$ cat src/rtl/cmd_dispatcher.sv
// Command dispatcher: decodes UART command bytes into a one-hot channel activate held until done handshake.
// Optional watchdog timeout compiled in with CMD_DISPATCH_TIMEOUT_EN.
module cmd_dispatcher #(
    parameter int unsigned NUM_CH         = 4,
    parameter logic [7:0]  CMD_BASE       = 8'h11,
    parameter logic [7:0]  ABORT_CMD      = 8'hFF,
    parameter int unsigned TIMEOUT_CYCLES = 50_000_000
) (
    input  logic              clk_50mhz,
    input  logic              reset,
    input  logic [7:0]        rx_data,
    input  logic              rx_ready,
    input  logic [NUM_CH-1:0] done,
    output logic [NUM_CH-1:0] activate,
    output logic [7:0]        status,
    output logic              busy,
    output logic              rejected,
    output logic              timed_out
);

    localparam int unsigned CH_W = (NUM_CH > 1) ? $clog2(NUM_CH) : 1;

    if (NUM_CH < 1 || NUM_CH > 16) begin : g_bad_num_ch
        $error("cmd_dispatcher: NUM_CH out of range");
    end
    if (int'(CMD_BASE) + NUM_CH - 1 > 32'hDF) begin : g_bad_base
        $error("cmd_dispatcher: command range exceeds 8'hDF");
    end
    if (ABORT_CMD >= CMD_BASE && int'(ABORT_CMD) <= int'(CMD_BASE) + NUM_CH - 1) begin : g_bad_abort
        $error("cmd_dispatcher: ABORT_CMD overlaps channel range");
    end
    if (TIMEOUT_CYCLES < 1) begin : g_bad_timeout
        $error("cmd_dispatcher: TIMEOUT_CYCLES must be at least 1");
    end

    typedef enum logic [1:0] {
        IDLE,
        RUN,
        RELEASE
    } state_t;

    state_t            state;
    logic [CH_W-1:0]   ch;
    logic [7:0]        cmd_offs;
    logic              cmd_hit;
    logic [CH_W-1:0]   cmd_ch;
    logic [NUM_CH-1:0] cmd_onehot;
    logic              done_ch;
    logic              abort_hit;

    always_comb begin
        cmd_offs   = rx_data - CMD_BASE;
        cmd_hit    = (rx_data >= CMD_BASE) && (32'(cmd_offs) < NUM_CH);
        cmd_ch     = cmd_offs[CH_W-1:0];
        cmd_onehot = '0;
        cmd_onehot[cmd_ch] = 1'b1;
        done_ch    = done[ch];
        abort_hit  = rx_ready && (rx_data == ABORT_CMD);
    end

    assign busy = (state != IDLE);

`ifdef CMD_DISPATCH_TIMEOUT_EN
    localparam int unsigned WD_W = $clog2(TIMEOUT_CYCLES + 1);

    logic [WD_W-1:0] wd_cnt;
    logic            wd_fire;

    assign wd_fire = (wd_cnt == WD_W'(TIMEOUT_CYCLES - 1));
`else
    assign timed_out = 1'b0;
`endif

    always_ff @(posedge clk_50mhz or negedge reset) begin
        if (!reset) begin
            state     <= IDLE;
            ch        <= '0;
            activate  <= '0;
            status    <= '0;
            rejected  <= 1'b0;
`ifdef CMD_DISPATCH_TIMEOUT_EN
            timed_out <= 1'b0;
            wd_cnt    <= '0;
`endif
        end else begin
            rejected <= 1'b0;
`ifdef CMD_DISPATCH_TIMEOUT_EN
            // Saturates at TIMEOUT_CYCLES so the counter never wraps.
            if (state == RUN && wd_cnt != WD_W'(TIMEOUT_CYCLES))
                wd_cnt <= wd_cnt + 1'b1;
`endif
            case (state)
                IDLE: begin
                    if (rx_ready) begin
                        if (cmd_hit) begin
                            ch       <= cmd_ch;
                            activate <= cmd_onehot;
                            status   <= rx_data;
                            state    <= RUN;
`ifdef CMD_DISPATCH_TIMEOUT_EN
                            timed_out <= 1'b0;
                            wd_cnt    <= '0;
`endif
                        end else begin
                            rejected <= 1'b1;
                        end
                    end
                end
                RUN: begin
                    if (rx_ready && rx_data != ABORT_CMD)
                        rejected <= 1'b1;
                    // Priority: done, then abort, then watchdog.
                    if (done_ch || abort_hit) begin
                        activate <= '0;
                        state    <= RELEASE;
                    end
`ifdef CMD_DISPATCH_TIMEOUT_EN
                    else if (wd_fire) begin
                        activate  <= '0;
                        timed_out <= 1'b1;
                        status    <= 8'hE0 | 8'(ch);
                        state     <= RELEASE;
                    end
`endif
                end
                RELEASE: begin
                    if (rx_ready)
                        rejected <= 1'b1;
                    if (!done_ch) begin
                        state <= IDLE;
`ifdef CMD_DISPATCH_TIMEOUT_EN
                        if (!timed_out)
                            status <= '0;
`else
                        status <= '0;
`endif
                    end
                end
                default: state <= IDLE;
            endcase
        end
    end

endmodule

$ cat config.mk
export PLATFORM = sky130hd
export DESIGN_NAME = cmd_dispatcher
export DESIGN_NICKNAME = d
export VERILOG_FILES = /design/src/rtl/cmd_dispatcher.sv
export SDC_FILE = /design/constraint.sdc
export NUM_CORES = 1
export LEC_CHECK = 0
export CORE_MARGIN = 4
export CORE_UTILIZATION = 48
export CTS_CLUSTER_DIAMETER = 30
export CTS_CLUSTER_SIZE = 28
export DETAILED_ROUTE_END_ITERATION = 6
export MAX_ROUTING_LAYER = met4
export PLACE_DENSITY = 0.82
export SYNTH_ARGS = -nofsm -noshare
export SYNTH_HDL_FRONTEND = slang
export SYNTH_SLANG_ARGS = --single-unit
$ cat constraint.sdc
create_clock -name clk_50mhz -period 4.8 [get_ports clk_50mhz]
set_clock_uncertainty 0.2 [all_clocks]
set_input_delay 0.72 -clock clk_50mhz [delete_from_list [all_inputs] [get_ports clk_50mhz]]
set_output_delay 0.72 -clock clk_50mhz [all_outputs]
set_load 0.1 [all_outputs]
[After elaboration in Yosys (flattened, before gate mapping)]
Cells that the tools add are included.
Storage, ports and cells
  logic and storage cells: 54
  bits of input ports: 15
  register bits: 17
  output and inout port bits: 15
Operators by class
  eq/ne operators: 8
  $lt $le $gt $ge: 5
  reduce and logical (&&, ||, !) cells: 13
  add/sub/neg operators: 1
  mux-type cells: 22
Operators with widths (number)
  $mux W8: 3
  $pmux W8 S2: 1
  $mux W4: 3
  $reduce_and A4 Y1: 3
  $eq A8 B8 Y1 const B: 1
  $ge A8 B5 Y1 const B: 1
  $lt A8 B3 Y1 const B: 1
  $mux W2: 4
  $ne A2 B2 Y1 const B: 4
  $ne A8 B8 Y1 const B: 1
  $pmux W4 S2: 1
  $sub A8 B5 Y8 const B: 1
  $lt A2 B3 Y1 const B: 2
  $mux W1: 6
  $pmux W2 S3: 1
  $reduce_bool A2 Y1: 3
  $logic_and A1 B1 Y1: 4
  $pmux W1 S3: 1
  $reduce_and A3 Y1: 1
  $bmux W1 S2: 1
  $demux W1 S2: 1
  $eq A2 B1 Y1 const B: 1
  $eq A2 B2 Y1 const B: 1
  $ge A2 B1 Y1 const B: 1
  2 further kinds: 2

[Depth between registers and ports, before layout]
  depth after elaboration: 8
  gate-level depth with buffers: 7
  gate-level depth less buffers: 6

[Worst setup path before layout]
Ideal clock, no wire load.
  path type: input to register
  start point: input port rx_data[0]
  end point: register status[5]
  arrival time: 1.925 ns
  slack: 2.553 ns
  cell stages on the path: 6
  required time: 4.478 ns
  library setup time: 0.122 ns
  path buffers: 1
  cell sequence: inv_1 > ha_1 > o41ai_2 > nand4_2 > buf_6 > and3_1
On the way
  word-level cells in the longest chain between the ends: 5
  elaborated cells on any way between the ends: 6
Ends and longest elaborated chain
  from (decl): RTL line 11  | input logic [7:0] rx_data,
  $sub A8 B5 Y8: RTL line 52  | cmd_offs = rx_data - CMD_BASE;
  $lt A8 B3 Y1: RTL line 53  | cmd_hit = (rx_data >= CMD_BASE) && (32'(cmd_offs) < NUM_CH);
  $logic_and A1 B1 Y1 *: RTL line 53
  $ne A2 B2 Y1 (no source line) *
  $reduce_and A4 Y1 (no source line) *
  to (signal assigned): RTL line 98  | status <= rx_data;
  to (decl): RTL line 15  | output logic [7:0] status,
Mark *: on every way between the ends. The rest lies on a longest branch, timed or not.
A chain may end at the register's enable or synchronous reset.

[Final worst setup path]
  start point: register state[1]
  end point: output port busy
On the way
  word-level cells in the longest chain between the ends: 1
Ends and longest elaborated chain
  from (decl): RTL line 42  | state_t state;
  from (signal assigned): RTL line 76  | state <= IDLE;
  from (signal assigned): RTL line 99  | state <= RUN;
  from (signal assigned): RTL line 115  | state <= RELEASE;
  $reduce_bool A2 Y1: RTL line 61  | assign busy = (state != IDLE);
  to (decl): RTL line 16  | output logic busy,
No other way between the ends.

==> flow_metrics.env <==
export IMPL_outcome="finished clean"
export IMPL_grt_max_degree=18
export IMPL_seq_area_frac_synth=0.4509
export IMPL_critPathKind="reg -> out"
export IMPL_critPathLaunchType="flip-flop"
export IMPL_r2r_start="state[1]$_DFFE_PN0P_"
export IMPL_maxSlewViolCount=0
export IMPL_startpoint="state[1]$_DFFE_PN0P_"
export IMPL_hold_viol_final=0
export IMPL_core_area_mm2=0.001802
export IMPL_synth_cells=85
export IMPL_port_buffer_count=28
export IMPL_period_needed_ns=3.007
export IMPL_period_share=0.6266
export IMPL_drc=0
export IMPL_syn_cell_area_um2=943.4
export IMPL_cts_setup_buffers=0
export IMPL_power_density_mw_per_mm2=322.0
export IMPL_die_width_um=52.34
export IMPL_dr_pass1_iters=3
export IMPL_synthArstFlopShare=1.000
export IMPL_cap_violations=0
export IMPL_arrival_ns=2.09
export IMPL_antenna_cells=0
export IMPL_ioPinCount=30
export IMPL_synth_area_leader_cell="dfrtp_1"
export IMPL_area_growth_pct=33.69
export IMPL_yosysUniqueCellTypes=28
export IMPL_cp_required_ns=3.88
export IMPL_clkSinkCount=17
export IMPL_ctsHoldBuffers=0
export IMPL_grt_remaining_overflow=0
export IMPL_synth_edf_count=0
export IMPL_clk_latency_ns=0.29
export IMPL_end_kind="primary output"
export IMPL_worst_slew_pin_slew_ns=0.9734
export IMPL_yosys_top_cells_area="dfrtp_1 (45%), mux2_2 (7.2%), ha_1 (6.6%)"
export IMPL_routabilityCongestion=0.7863
export IMPL_peakVddDrop_mv=0.2044
export IMPL_hold_start="status[4]$_DFFE_PN0P_"
export IMPL_drt_iter0_markers=6
export IMPL_fp_row_count=15
export IMPL_tritoncts="yes"
export IMPL_hpwlAfterDp_mm=1.538
export IMPL_clkTransAtPathRegs_ns=0.11
export IMPL_final_setup_viol_count=0
export IMPL_post_dp_cell_area_mm2=0.001231
export IMPL_crit_fanout=9
export IMPL_numCtsBuffers=3
export IMPL_drive_gt1_frac=0.1491
export IMPL_yosys_area_top_type_share=0.4509
export IMPL_grt_pass1_vias=751
export IMPL_nets=135
export IMPL_synth_avg_cell_area_um2=11.10
export IMPL_cts_buffer_depth=2
export IMPL_leakage_nw=0.6443
export IMPL_routed_via_density=5.245
export IMPL_via_count=729
export IMPL_ant_nets=0
export IMPL_fillers=140
export IMPL_regArea_um2=425.4
export IMPL_design_area_mm2=0.001261
export IMPL_track_usage=0.1703
export IMPL_ys_warnings_count=0
export IMPL_die_h_um=52.34
export IMPL_finalSetupTns_ns=0
export IMPL_synth_seq_cells=17
export IMPL_initial_utilization=0.5236
export IMPL_antenna_found_initial=0
export IMPL_hp_class="reg -> reg"
export IMPL_die_area_mm2=0.002739
export IMPL_syn_nets=105
export IMPL_ctsResizeCount=0
export IMPL_synthFlopType="dfrtp_1"
export IMPL_h_tree_depth=1
export IMPL_wirelength_mm=1.988
export IMPL_relSlewSlack=0.3491
export IMPL_timing_fmax_ghz=0.3325
export IMPL_grt_pass1_wl_mm=3.387
export IMPL_clockRootBuffer="clkbuf_4"
export IMPL_rsz0062_at_grt="no"
export IMPL_multi_input_area_um2=479.2
export IMPL_wl_per_cell_um=14.30
export IMPL_holdWs_ns=0.3076
## final timing paths
kind	end	slack [ns]	cells past startpoint
worst min register to register	status[4]$_DFFE_PN0P_	0.31	2
worst max-delay path	busy	1.79	2
worst max register to register	activate[3]$_DFFE_PN0P_	2.70	3
max in group asynchronous	ch[1]$_DFFE_PN0P_	3.27	1
worst min-delay path	status[4]$_DFFE_PN0P_	0.31	2
min in group asynchronous	status[0]$_DFFE_PN0P_	0.66	1
## area by class of cell
cell class / instances / area share
multi-input cells: 61 / 0.3800
flip-flops and latches: 17 / 0.3373
repair buffers: 28 / 0.2222
well taps: 25 / 0.02480
clock buffers: 3 / 0.01786
inverters: 4 / 0.01190
clock inverters: 1 / 0.005952
## registers in the layout (all words and copies together), names as in the netlist
register  cells
status        8
rejected      1
ch            2
state         2
activate      4
## per-stage QoR
stage          total power [mW]  setup WS [ns]    util  cells
2_1_floorplan            0.2837          2.553       -     85
3_3_place_gp             0.3292          1.597  0.6833    135
3_5_place_dp             0.3311          1.502  0.6833    135
4_1_cts                  0.4089          1.797  0.7000    139
5_1_grt                  0.4226          1.644  0.7000    139
6_report                 0.4061          1.793  0.7000    139
## critical path, stage by stage (launching register included)
cell and delay [ns]:
dfrtp_1 0.52, or2_2 0.17, clkdlybuf4s50_1 1.12
## cells in the mapped netlist, types with 2 or more instances
cell / number
mux2i_1: 6
nand3b_1: 2
nand3_1: 4
ha_1: 5
dfrtp_1: 17
or2_2: 2
nand4_1: 2
mux2_2: 6
and3_1: 8
nor2_1: 2
nand2_1: 10
nand2b_1: 2
inv_1: 4
## metal layers
metal  share of wire  wire [um]  GRT usage
met1            0.48        949     0.2208
met2            0.46        908     0.2603
met3           0.052        103    0.03704
met4           0.014         27    0.06383
met5               0          0          -
## kinds of logic after synthesis
logic type	count (synthesis)	synth area share
adders and majority gates	5	0.06631
AOI/OAI and AO/OA	5	0.04908
buffers and inverters	7	0.04111
other	1	0.003975
muxes	13	0.1591
and+or+nand+nor	37	0.2294
DFF	17	0.4509
## cells in the final DEF (no fill, tap or decap), types with 2 or more instances in the layout
cell type	n
and3_1	8
clkbuf_4	3
clkdlybuf4s50_1	28
dfrtp_1	17
ha_1	5
inv_1	4
mux2_2	6
mux2i_1	6
nand2_1	10
nand2b_1	2
nand3_1	4
nand3b_1	2
nand4_1	2
nor2_1	2
or2_2	2
## power breakdown
| part | internal (mW) | leakage, nW | total [mW] | switching, mW |
|---|---|---|---|---|
| registers | 0.157 | 0.226 | 0.167 | 0.00962 |
| logic | 0.0468 | 0.404 | 0.161 | 0.114 |
| clock network | 0.0316 | 0.0139 | 0.0788 | 0.0472 |
No activity file was read; power rests on OpenSTA's default activity.
